## src/rtl/sdrc_req_arb_if.sv

```systemverilog
// rtl/sdrc_req_arb_if.sv - SDRAM controller request/data port shared by the arbiter
interface sdrc_req_arb_if #(
    parameter int AW = 26,
    parameter int LW = 9,
    parameter int DW = 32
);
    logic              sdr_req;
    logic [AW-1:0]     sdr_req_addr;
    logic [LW-1:0]     sdr_req_len;
    logic              sdr_req_wr_n;
    logic              sdr_req_ack;
    logic              sdr_busy_n;
    logic              sdr_wr_next;
    logic [DW-1:0]     sdr_wr_data;
    logic [DW/8-1:0]   sdr_wr_en_n;
    logic              sdr_rd_valid;
    logic              sdr_last_rd;
    logic [DW-1:0]     sdr_rd_data;

    modport master (
        output sdr_req, sdr_req_addr, sdr_req_len, sdr_req_wr_n,
        output sdr_wr_data, sdr_wr_en_n,
        input  sdr_req_ack, sdr_busy_n, sdr_wr_next,
        input  sdr_rd_valid, sdr_last_rd, sdr_rd_data
    );

    modport slave (
        input  sdr_req, sdr_req_addr, sdr_req_len, sdr_req_wr_n,
        input  sdr_wr_data, sdr_wr_en_n,
        output sdr_req_ack, sdr_busy_n, sdr_wr_next,
        output sdr_rd_valid, sdr_last_rd, sdr_rd_data
    );
endinterface

```

## src/rtl/sdrc_req_arb.sv

```systemverilog
// rtl/sdrc_req_arb.sv - round-robin arbiter and transfer sequencer for the SDRAM controller port
module sdrc_req_arb #(
    parameter int NREQ = 2,
    parameter int AW   = 26,
    parameter int LW   = 9,
    parameter int DW   = 32
) (
    input  logic                   sdram_clk,
    input  logic                   sdram_resetn,
    input  logic [NREQ-1:0]        req,
    input  logic [NREQ*AW-1:0]     req_addr,
    input  logic [NREQ*LW-1:0]     req_len,
    input  logic [NREQ-1:0]        req_wr_n,
    input  logic [NREQ*DW-1:0]     req_wr_data,
    input  logic [NREQ*DW/8-1:0]   req_wr_en_n,
    output logic [NREQ-1:0]        req_ack,
    output logic [NREQ-1:0]        req_wr_next,
    output logic [NREQ-1:0]        req_rd_valid,
    output logic [NREQ-1:0]        req_last_rd,
    output logic [DW-1:0]          req_rd_data,
    output logic [NREQ-1:0]        gnt,
    sdrc_req_arb_if.master         sdr
);
    localparam int SW = (NREQ > 1) ? $clog2(NREQ) : 1;
    localparam int BW = DW / 8;

    typedef enum logic [1:0] {IDLE, REQ, WR, RD} state_t;

    state_t          state, state_nxt;
    logic [NREQ-1:0] gnt_q, gnt_nxt;
    logic [SW-1:0]   ptr_q, ptr_nxt;
    logic            sdr_req_q, sdr_req_nxt;
    logic [AW-1:0]   addr_q, addr_nxt;
    logic [LW-1:0]   len_q, len_nxt;
    logic            wr_n_q, wr_n_nxt;
    logic [LW-1:0]   beat_q, beat_nxt;

    logic            found;
    logic [SW-1:0]   pick;

    // Search starts just past the last winner, so the requester served most
    // recently is considered last.
    always_comb begin
        found = 1'b0;
        pick  = '0;
        for (int k = 1; k <= NREQ; k++) begin
            if (!found && req[(int'(ptr_q) + k) % NREQ]) begin
                found = 1'b1;
                pick  = SW'((int'(ptr_q) + k) % NREQ);
            end
        end
    end

    always_ff @(posedge sdram_clk) begin
        if (!sdram_resetn) begin
            state     <= IDLE;
            gnt_q     <= '0;
            ptr_q     <= SW'(NREQ - 1);
            sdr_req_q <= 1'b0;
            addr_q    <= '0;
            len_q     <= '0;
            wr_n_q    <= 1'b1;
            beat_q    <= '0;
        end else begin
            state     <= state_nxt;
            gnt_q     <= gnt_nxt;
            ptr_q     <= ptr_nxt;
            sdr_req_q <= sdr_req_nxt;
            addr_q    <= addr_nxt;
            len_q     <= len_nxt;
            wr_n_q    <= wr_n_nxt;
            beat_q    <= beat_nxt;
        end
    end

    always_comb begin
        state_nxt   = state;
        gnt_nxt     = gnt_q;
        ptr_nxt     = ptr_q;
        sdr_req_nxt = sdr_req_q;
        addr_nxt    = addr_q;
        len_nxt     = len_q;
        wr_n_nxt    = wr_n_q;
        beat_nxt    = beat_q;
        case (state)
            IDLE: begin
                if (found && sdr.sdr_busy_n) begin
                    gnt_nxt     = {{(NREQ-1){1'b0}}, 1'b1} << pick;
                    ptr_nxt     = pick;
                    addr_nxt    = req_addr[int'(pick)*AW +: AW];
                    len_nxt     = req_len[int'(pick)*LW +: LW];
                    wr_n_nxt    = req_wr_n[pick];
                    sdr_req_nxt = 1'b1;
                    state_nxt   = REQ;
                end
            end
            REQ: begin
                if (sdr.sdr_req_ack) begin
                    sdr_req_nxt = 1'b0;
                    beat_nxt    = '0;
                    if (len_q == '0) begin
                        gnt_nxt   = '0;
                        state_nxt = IDLE;
                    end else if (!wr_n_q) begin
                        state_nxt = WR;
                    end else begin
                        state_nxt = RD;
                    end
                end
            end
            WR: begin
                if (sdr.sdr_wr_next) begin
                    beat_nxt = beat_q + LW'(1);
                    if (beat_q == len_q - LW'(1)) begin
                        gnt_nxt   = '0;
                        state_nxt = IDLE;
                    end
                end
            end
            RD: begin
                if (sdr.sdr_rd_valid && sdr.sdr_last_rd) begin
                    gnt_nxt   = '0;
                    state_nxt = IDLE;
                end
            end
            default: begin
                gnt_nxt   = '0;
                state_nxt = IDLE;
            end
        endcase
    end

    // Routed strobes reuse the one-hot grant as the steering mask.
    always_comb begin
        req_ack          = '0;
        req_wr_next      = '0;
        req_rd_valid     = '0;
        req_last_rd      = '0;
        sdr.sdr_wr_data  = '0;
        sdr.sdr_wr_en_n  = '1;
        if (state == REQ && sdr.sdr_req_ack) begin
            req_ack = gnt_q;
        end
        if (state == WR) begin
            sdr.sdr_wr_data = req_wr_data[int'(ptr_q)*DW +: DW];
            sdr.sdr_wr_en_n = req_wr_en_n[int'(ptr_q)*BW +: BW];
            if (sdr.sdr_wr_next) begin
                req_wr_next = gnt_q;
            end
        end
        if (state == RD) begin
            if (sdr.sdr_rd_valid) begin
                req_rd_valid = gnt_q;
            end
            if (sdr.sdr_last_rd) begin
                req_last_rd = gnt_q;
            end
        end
    end

    assign req_rd_data      = sdr.sdr_rd_data;
    assign gnt              = gnt_q;
    assign sdr.sdr_req      = sdr_req_q;
    assign sdr.sdr_req_addr = addr_q;
    assign sdr.sdr_req_len  = len_q;
    assign sdr.sdr_req_wr_n = wr_n_q;
endmodule

```

## src/flat_wrapper.sv

```systemverilog
// flat-port wrapper written by rule: the top's interface ports become plain ports
module sdrc_req_arb_flat 
#(
    parameter int NREQ = 2,
    parameter int AW   = 26,
    parameter int LW   = 9,
    parameter int DW   = 32
)
  (sdram_clk, sdram_resetn, req, req_addr, req_len, req_wr_n, req_wr_data, req_wr_en_n, req_ack, req_wr_next, req_rd_valid, req_last_rd, req_rd_data, gnt, sdr_sdr_req, sdr_sdr_req_addr, sdr_sdr_req_len, sdr_sdr_req_wr_n, sdr_sdr_wr_data, sdr_sdr_wr_en_n, sdr_sdr_req_ack, sdr_sdr_busy_n, sdr_sdr_wr_next, sdr_sdr_rd_valid, sdr_sdr_last_rd, sdr_sdr_rd_data);
  sdrc_req_arb_if #(.AW(AW), .LW(LW), .DW(DW)) sdr_i ();
  input  logic sdram_clk;
  input  logic sdram_resetn;
  input  logic [NREQ-1:0] req;
  input  logic [NREQ*AW-1:0] req_addr;
  input  logic [NREQ*LW-1:0] req_len;
  input  logic [NREQ-1:0] req_wr_n;
  input  logic [NREQ*DW-1:0] req_wr_data;
  input  logic [NREQ*DW/8-1:0] req_wr_en_n;
  output logic [NREQ-1:0] req_ack;
  output logic [NREQ-1:0] req_wr_next;
  output logic [NREQ-1:0] req_rd_valid;
  output logic [NREQ-1:0] req_last_rd;
  output logic [DW-1:0] req_rd_data;
  output logic [NREQ-1:0] gnt;
  output wire logic [$bits(sdr_i.sdr_req)-1:0] sdr_sdr_req;
  output wire logic [$bits(sdr_i.sdr_req_addr)-1:0] sdr_sdr_req_addr;
  output wire logic [$bits(sdr_i.sdr_req_len)-1:0] sdr_sdr_req_len;
  output wire logic [$bits(sdr_i.sdr_req_wr_n)-1:0] sdr_sdr_req_wr_n;
  output wire logic [$bits(sdr_i.sdr_wr_data)-1:0] sdr_sdr_wr_data;
  output wire logic [$bits(sdr_i.sdr_wr_en_n)-1:0] sdr_sdr_wr_en_n;
  input wire logic [$bits(sdr_i.sdr_req_ack)-1:0] sdr_sdr_req_ack;
  input wire logic [$bits(sdr_i.sdr_busy_n)-1:0] sdr_sdr_busy_n;
  input wire logic [$bits(sdr_i.sdr_wr_next)-1:0] sdr_sdr_wr_next;
  input wire logic [$bits(sdr_i.sdr_rd_valid)-1:0] sdr_sdr_rd_valid;
  input wire logic [$bits(sdr_i.sdr_last_rd)-1:0] sdr_sdr_last_rd;
  input wire logic [$bits(sdr_i.sdr_rd_data)-1:0] sdr_sdr_rd_data;
  assign sdr_sdr_req = sdr_i.sdr_req;
  assign sdr_sdr_req_addr = sdr_i.sdr_req_addr;
  assign sdr_sdr_req_len = sdr_i.sdr_req_len;
  assign sdr_sdr_req_wr_n = sdr_i.sdr_req_wr_n;
  assign sdr_sdr_wr_data = sdr_i.sdr_wr_data;
  assign sdr_sdr_wr_en_n = sdr_i.sdr_wr_en_n;
  assign sdr_i.sdr_req_ack = sdr_sdr_req_ack;
  assign sdr_i.sdr_busy_n = sdr_sdr_busy_n;
  assign sdr_i.sdr_wr_next = sdr_sdr_wr_next;
  assign sdr_i.sdr_rd_valid = sdr_sdr_rd_valid;
  assign sdr_i.sdr_last_rd = sdr_sdr_last_rd;
  assign sdr_i.sdr_rd_data = sdr_sdr_rd_data;
  sdrc_req_arb #(.NREQ(NREQ), .AW(AW), .LW(LW), .DW(DW)) u_core (.sdram_clk(sdram_clk), .sdram_resetn(sdram_resetn), .req(req), .req_addr(req_addr), .req_len(req_len), .req_wr_n(req_wr_n), .req_wr_data(req_wr_data), .req_wr_en_n(req_wr_en_n), .req_ack(req_ack), .req_wr_next(req_wr_next), .req_rd_valid(req_rd_valid), .req_last_rd(req_last_rd), .req_rd_data(req_rd_data), .gnt(gnt), .sdr(sdr_i));
endmodule
```

## config.mk

```make
export PLATFORM = sky130hd
export DESIGN_NAME = sdrc_req_arb_flat
export DESIGN_NICKNAME = d
export VERILOG_FILES = /design/src/rtl/sdrc_req_arb_if.sv /design/src/rtl/sdrc_req_arb.sv /design/src/flat_wrapper.sv
export SDC_FILE = /design/constraint.sdc
export NUM_CORES = 1
export LEC_CHECK = 0
export ABC_AREA = 1
export BUFFER_PORTS_ARGS = -buffer_cell sky130_fd_sc_hd__clkbuf_2
export CAP_MARGIN = 25
export CORE_AREA = 2 2 118 120
export DETAILED_ROUTE_END_ITERATION = 10
export DIE_AREA = 0 0 120 122
export HOLD_SLACK_MARGIN = 0.06
export MAX_ROUTING_LAYER = met4
export PLACE_DENSITY = 0.6
export REMOVE_ABC_BUFFERS = 1
export SLEW_MARGIN = 15
export SYNTH_ARGS = -nofsm -noshare
export SYNTH_HDL_FRONTEND = slang
export SYNTH_SLANG_ARGS = --single-unit
```

## constraint.sdc

```tcl
create_clock -name sdram_clk -period 5.6 [get_ports sdram_clk]
set_clock_uncertainty 0.15 [all_clocks]
set_input_delay 0.84 -clock sdram_clk [delete_from_list [all_inputs] [get_ports sdram_clk]]
set_output_delay 0.84 -clock sdram_clk [all_outputs]
set_load 0.03 [all_outputs]
```

==> results of run 1 <==
## registers in the layout (all words and copies together) (netlist names)
register and count:
u_core.sdr.sdr_req_addr 26, u_core.beat_q 9, u_core.sdr.sdr_req_len 9, u_core.gnt 2, u_core.state 2, u_core.ptr_q 1, u_core.sdr.sdr_req 1, u_core.sdr.sdr_req_wr_n 1
## per-stage QoR
step | total power (µW) | cells | setup slack (ps) | hold WS, ps
after floorplan | 1210 | 469 | 2810 | 329
after global placement | 1530 | 887 | 2910 | 308
after detailed placement | 1530 | 887 | 2870 | 315
after CTS | 1880 | 894 | 2700 | 324
after global routing | 2000 | 894 | 2580 | 351
final | 1860 | 894 | 2720 | 324
## routing by layer
layer,track usage,up-vias,part of all wire
met4,0.0287,0,0.011
met5,-,-,0
li1,-,2090,-
met2,0.254,195,0.44
met1,0.212,1814,0.45
met3,0.0726,15,0.10
## cells in the mapped netlist, drive strengths merged, types with 2 or more instances
| cell type | count | area share |
|---|---|---|
| nand3 | 22 | 0.034 |
| nor3b | 4 | 0.0090 |
| nand2 | 157 | 0.18 |
| o21ai | 32 | 0.048 |
| o221ai | 2 | 0.0052 |
| a221oi | 9 | 0.024 |
| dfxtp | 51 | 0.30 |
| inv | 36 | 0.040 |
| ha | 2 | 0.0075 |
| a21oi | 104 | 0.16 |
| xor2 | 4 | 0.010 |
| clkbuf | 22 | 0.025 |
| nor2 | 31 | 0.044 |
| buf | 38 | 0.080 |
| nor3 | 9 | 0.015 |
| xnor2 | 2 | 0.0052 |
## power by group through the flow
stage | Clock, µW | Combinational [µW] | Sequential (µW)
CTS | 352 | 1010 | 513
global placement | 0 | 1010 | 521
finish | 341 | 1000 | 512
detailed placement | 0 | 1010 | 519
global route | 366 | 1110 | 523
floorplan | 0 | 555 | 652
## critical path, cell delays in order, from the launching register on
cell and delay [ps]:
dfxtp_1 430, inv_2 70, nor2_4 290, inv_2 320, a21oi_1 250, clkbuf_2 240
## cell type report
| cell class | count | area share |
|---|---|---|
| Sequential cell | 51 | 0.223 |
| Tap cell | 180 | 0.0491 |
| Multi-Input combinational cell | 382 | 0.403 |
| Timing Repair Buffer | 238 | 0.261 |
| Clock buffer | 6 | 0.0281 |
| Clock inverter | 1 | 0.00655 |
| Inverter | 36 | 0.0295 |
## cells by family after synthesis
kind of cell	Yosys count	synth area share
buf+inv	96	0.145
compound gates	149	0.236
simple gates	225	0.291
flops	51	0.305
fa+ha+maj	2	0.00746
xor+xnor	6	0.0157
## path summary, 6_finish.rpt
check,from,slack (ps),endpoint,cells past startpoint
min,u_core.sdr.sdr_req,320,u_core.sdr.sdr_req,2
max reg2reg,u_core.ptr_q,3320,u_core.gnt[1],9
max,u_core.state[1],2720,sdr_sdr_wr_data[18],5
min reg2reg,u_core.sdr.sdr_req,320,u_core.sdr.sdr_req,2
==> results_dict.tcl, run 1 <==
set metrics [dict create \
    outcome "finished, final reports clean" \
    wl_per_cell_um 14.4 \
    finalWirelength_mm 12.8 \
    clk_pin_slew_ps 60 \
    async_flop_share 0 \
    place_area_um2 4430 \
    seq_area_um2 1020 \
    min_period_ps 2880 \
    ios 300 \
    place_congestion 0.786 \
    post_cts_buffers 0 \
    grt_pass1_wl_mm 19.1 \
    ys_warn_count 0 \
    finalCritPeriodShare 0.514 \
    hold_path.class "reg2reg" \
    slew_headroom 0.482 \
    io_buffers 235 \
    cts_buffer_depth 2 \
    synth-edff-count 0 \
    p_leak_uw 0.00240 \
    antennaDiodeCount 0 \
    maxCapViolations 0 \
    syn_area_per_cell_um2 6.34 \
    avgViaCountPerCell 4.60 \
    vias 4114 \
    cts_buffers 5 \
    multi_input_area_um2 1850 \
    route.detailed.drc 0 \
    utilization 0.340 \
    p_int_uw 951 \
    synth_ff_type "dfxtp_1" \
    p_comb_frac 0.541 \
    dieArea_um2 14600 \
    cp-end-kind "output pin" \
    grt_pass1_vias 3696 \
    path_class "reg2out" \
    rsz0062_at_grt "false" \
    synthesis.area_um2 3350 \
    dr.first_iter.drc_count 188 \
    die-height_um 122 \
    syn-instance-count 529 \
    layout_commonest_cell "clkbuf_2" \
    track_usage 0.168 \
    synth_cell_types 30 \
    critPathRequiredTime_ps 4610 \
    layout.nets 901 \
    ctsResizeCount 0 \
    seq_area_frac_synth 0.305 \
    cp_max_fo 33 \
    core_area_um2 13500 \
    root_buffer "clkbuf_16" \
    h-tree-depth 2 \
    final_cell_mix "clkbuf_2, nand2_1, a21oi_1, dfxtp_1" \
    synth_seq_cells 51 \
    die_width_um 120 \
    cts_tree "done" \
    cp-start-kind "flop" \
    switchingPower_uw 906 \
    ir_drop_v 0.000181 \
    fillers 1517 \
    drive_gt1_frac 0.373 \
    clock_power_share 0.183 \
    dp_hpwl_mm 9.79 \
    fmax_ghz 0.347 \
    postCtsHoldBufs 0 \
    grt_antenna_before_repair 0 \
    tightest_slew_ps 776 \
    clkLatencyLatePin_ps 290 \
    critPathArrivalTime_ps 1890 \
    finalHoldViolCount 0 \
    row_count 43 \
    initial_core_util 0.248 \
    final_antenna_net_count 0 \
    post-route-cell-area_um2 4590 \
    overflow 0 \
    powerDensity_nw_per_um2 405 \
    cts_num_sinks 51 \
    grt_max_degree 46 \
    final-max-slew-violation-count 0 \
    area_growth_syn_to_layout_pct 36.8 \
    dr.pass1.iters 4 \
    swShare 0.488 \
    pwr-share-seq 0.276 \
    finalSetupViolations 0 \
    setup_tns_ps 0 \
]
Power figures use the tool's default switching activity.
==> inputs of run 2 (changes only) <==
Settings changed: CORE_AREA 2 2 118 120 to 2 2 116 118, DIE_AREA 0 0 120 122 to 0 0 118 120, PLACE_DENSITY 0.6 to 0.61.
Clock period 5.6 ns to 2.65 ns, I/O delays scaled along.
==> run 2 against run 1 <==
Sequential cell count is the same. Design area increased by 1.1%. Combinational power is 120% higher. Largest power group unchanged. Highest routed layer unchanged.
==> results_dict.tcl, run 2 (synthesis gave the netlist of run 1 again) <==
set metrics [dict create \
    ctsResizeCount 0 \
    critPathRequiredTime_ps 2100 \
    setup_ws_ps 491 \
    antennaDiodeCount 0 \
    avgViaCountPerCell 4.59 \
    hold_path.class "in2reg" \
    ios 300 \
    path_class "reg2out" \
    cp-start-kind "flop" \
    final_cell_mix "clkbuf_2, nand2_1, a21oi_1, dfxtp_1" \
    rr_startpoint "u_core.sdr.sdr_req_len[0]" \
    path_buf_inv 3 \
    maxCapViolations 0 \
    post_cts_buffers 0 \
    finalSetupViolations 0 \
    largest_reg_flops 26 \
    multi_input_area_um2 1850 \
    initial_core_util 0.258 \
    cp_max_fo 28 \
    die-height_um 120 \
    tightest_slew_ps 540 \
    min_period_ps 2160 \
    die_width_um 118 \
    finalCritPeriodShare 0.815 \
    critPathLaunch "u_core.ptr_q" \
    clkLatencyLatePin_ps 280 \
    h-tree-depth 2 \
    dieArea_um2 14200 \
    holdWs_ps 186 \
    dr.pass1.iters 4 \
    grt_max_degree 38 \
    overflow 0 \
    grt_pass1_wl_mm 20.3 \
    max_stage_delay_ps 340 \
    postCtsHoldBufs 0 \
    drive_gt1_frac 0.382 \
    grt_antenna_before_repair 0 \
    cp_slowest_cell "dfxtp_1" \
    place_congestion 0.860 \
    finalWirelength_mm 13.2 \
    fillers 1465 \
    dp_hpwl_mm 10.4 \
    cp_top_family "buffers and inverters" \
    p_leak_uw 0.00244 \
    final-max-slew-violation-count 0 \
    cp-end-kind "output pin" \
    root_buffer "clkbuf_16" \
    layout.nets 909 \
    layout_commonest_cell "clkbuf_2" \
    crit_chain "buf_4 -> buf_4 -> nand2_1 -> a21oi_1 -> clkbuf_2" \
    seq_area_um2 1020 \
    wl_per_cell_um 14.7 \
    track_usage 0.184 \
    outcome "finished, final reports clean" \
    grt_pass1_vias 3857 \
    fmax_ghz 0.463 \
    core_area_um2 13000 \
    ir_drop_v 0.000357 \
    utilization 0.357 \
    io_buffers 235 \
    cts_tree "done" \
    slew_headroom 0.640 \
    vias 4127 \
    area_growth_syn_to_layout_pct 38.3 \
    powerDensity_nw_per_um2 839 \
    path_common_cell "buf_4" \
    clk_pin_slew_ps 70 \
    pre_cts_ws_ps 645 \
    route.detailed.drc 0 \
    final_antenna_net_count 0 \
    rsz0062_at_grt "false" \
    cts_buffer_depth 2 \
    cts_buffers 5 \
    critPathArrivalTime_ps 1610 \
    worstHoldStart "req_addr[20]" \
    cts_num_sinks 51 \
    dr.first_iter.drc_count 206 \
    setup_tns_ps 0 \
    row_count 42 \
    finalHoldViolCount 0 \
]
run 2: tightest hold or removal path, stage by stage:
cell	delay [ps]
clkbuf_2	80
nand2_1	50
a21oi_1	60
run 2: per-stage QoR:
stage | power [µW] | area, µm² | instances
global route | 4200 | 4640 | 899
CTS | 3930 | 4640 | 899
finish | 3890 | 4640 | 899
global placement | 3280 | 4500 | 891
detailed placement | 3280 | 4500 | 891
floorplan | 2550 | 3000 | 469
run 2: power breakdown:
part	internal (µW)	switching (µW)	leakage, µW
Combinational	665	1510	0.00195
Sequential	939	146	0.000419
Clock	346	289	0.0000733
run 2: worst paths after layout:
path	end	slack, ps	cells after the start
worst max-delay path	sdr_sdr_wr_data[16]	490	5
worst min-delay path	u_core.sdr.sdr_req_addr[20]	190	3
worst max register to register	u_core.gnt[1]	620	13
worst min register to register	u_core.sdr.sdr_req	320	2
run 2: layer usage:
| layer | wire length (µm) | GRT usage |
|---|---|---|
| met1 | 6090 | 0.245 |
| met2 | 5770 | 0.271 |
| met3 | 1160 | 0.0656 |
| met4 | 170 | 0.0354 |
| met5 | 0 | - |
run 2: area by class of cell:
type | instances | share of cell area
Timing Repair Buffer | 246 | 0.274
Tap cell | 176 | 0.0475
Clock buffer | 5 | 0.0270
Clock inverter | 3 | 0.00324
Multi-Input combinational cell | 382 | 0.399
Inverter | 36 | 0.0291
Sequential cell | 51 | 0.220
==> inputs of run 3 (changes only) <==
Settings changed: CORE_AREA 2 2 116 118 to 2 2 115 117, DIE_AREA 0 0 118 120 to 0 0 117 119, PLACE_DENSITY 0.61 to 0.64.
Clock period 2.65 ns to 1.98 ns, I/O delays scaled along.
==> run 3 against run 2 <==
Via count is 2.0% higher. Clock-buffer cell count is 2 higher. Clock power is 41% higher. Largest cell class unchanged. Highest routed layer unchanged.
==> results_dict.tcl, run 3 (synthesis gave the netlist of run 1 again) <==
set metrics [dict create \
    antennaDiodeCount 0 \
    die-height_um 119 \
    pre_cts_ws_ps 52.2 \
    h-tree-depth 2 \
    grt_pass1_vias 3668 \
    overflow 0 \
    vias 4208 \
    critPathArrivalTime_ps 1450 \
    cts_buffers 5 \
    place_congestion 0.816 \
    clk_pin_slew_ps 70 \
    finalSetupViolations 0 \
    layout.nets 919 \
    cts_num_sinks 51 \
    grt_pass1_wl_mm 19.3 \
    avgViaCountPerCell 4.63 \
    hold_path.class "in2reg" \
    finalWirelength_mm 13.2 \
    grt_max_degree 46 \
    dr.first_iter.drc_count 261 \
    die_width_um 117 \
    final_cell_mix "clkbuf_2, nand2_1, a21oi_1, dfxtp_1, o21ai_0" \
    cts_tree "done" \
    finalCritPeriodShare 0.957 \
    stdcell_count 909 \
    cts_buffer_depth 2 \
    fmax_ghz 0.528 \
    grt_antenna_before_repair 0 \
    tightest_slew_ps 451 \
    dr.pass1.iters 4 \
    critPathRequiredTime_ps 1530 \
    core_area_um2 12900 \
    wl_per_cell_um 14.5 \
    ios 300 \
    slew_headroom 0.699 \
    finalHoldViolCount 0 \
    setup_ws_ps 85.2 \
    dp_hpwl_mm 10.4 \
    dieArea_um2 13900 \
    route.detailed.drc 0 \
    final-max-slew-violation-count 0 \
    drive_gt1_frac 0.419 \
    outcome "finished, final reports clean" \
    initial_core_util 0.260 \
    maxCapViolations 0 \
    io_buffers 235 \
    root_buffer "clkbuf_16" \
    row_count 42 \
    min_period_ps 1890 \
    dpl.cell_count 900 \
    path_class "reg2out" \
    area_growth_syn_to_layout_pct 44.6 \
    largest_reg_flops 26 \
    powerDensity_nw_per_um2 1140 \
    clkLatencyLatePin_ps 290 \
    layout_commonest_cell "clkbuf_2" \
    track_usage 0.181 \
    cp-end-kind "output pin" \
    final_antenna_net_count 0 \
    cp_max_fo 27 \
    cp-start-kind "flop" \
    rsz0062_at_grt "true" \
    p_leak_uw 0.00253 \
    ir_drop_v 0.000438 \
]
## run 3: cell type report
class | instances | area (µm²)
clock inverters | 1 | 8.76
repair buffers | 256 | 1390
inverters | 36 | 135
multi-input cells | 382 | 1920
clock buffers | 7 | 143
fillers | 1414 | 8030
flip-flops and latches | 51 | 1030
well taps | 176 | 220
## run 3: worst max-delay path, cell delays in order, from the launching register on
cell and delay, ps:
dfxtp_2 380, inv_2 60, nor2_4 130, inv_2 60, buf_12 160, a21oi_1 150, clkbuf_2 230
## run 3: stage by stage
stage	TNS (ps)	total power [µW]	utilization	instance area, µm²	hold WS, ps
5_1_grt	-71.9	5920	0.376	4850	92.0
2_1_floorplan	-25420	3410	-	3000	226
3_5_place_dp	0	4490	0.357	4600	322
6_report	0	5500	0.376	4850	85.3
4_1_cts	0	5420	0.370	4760	77.6
3_3_place_gp	0	4480	0.357	4600	316
## run 3: path summary, 6_finish.rpt
path | start | end | slack, ps | depth (start not counted)
max reg2reg | u_core.sdr.sdr_req_len[1] | u_core.state[0] | 110 | 12
min reg2reg | u_core.sdr.sdr_req | u_core.sdr.sdr_req | 320 | 2
min | req_addr[10] | u_core.sdr.sdr_req_addr[10] | 90 | 3
max | u_core.state[1] | sdr_sdr_wr_data[29] | 90 | 6
## run 3: what timing repair did
item | CTS | global route
hold buffers | 0 | 0
buffers inserted | 0 | 1
gates resized for setup | 4 | 29
gates cloned | 0 | 0
pin swaps | 0 | 10
endpoints found under the setup margin | 17 | 25
## run 3: power by group
group	switching (µW)	internal, µW	leakage [µW]
clock network	390	507	0.0000741
registers	197	1260	0.000421
logic	2090	1060	0.00203
## run 3: routing by layer
metal | GRT usage | vias up | part of all wire
met5 | - | - | 0
met3 | 0.0799 | 8 | 0.10
met2 | 0.247 | 200 | 0.43
met1 | 0.251 | 1880 | 0.46
li1 | - | 2120 | -
met4 | 0.0309 | 0 | 0.0074
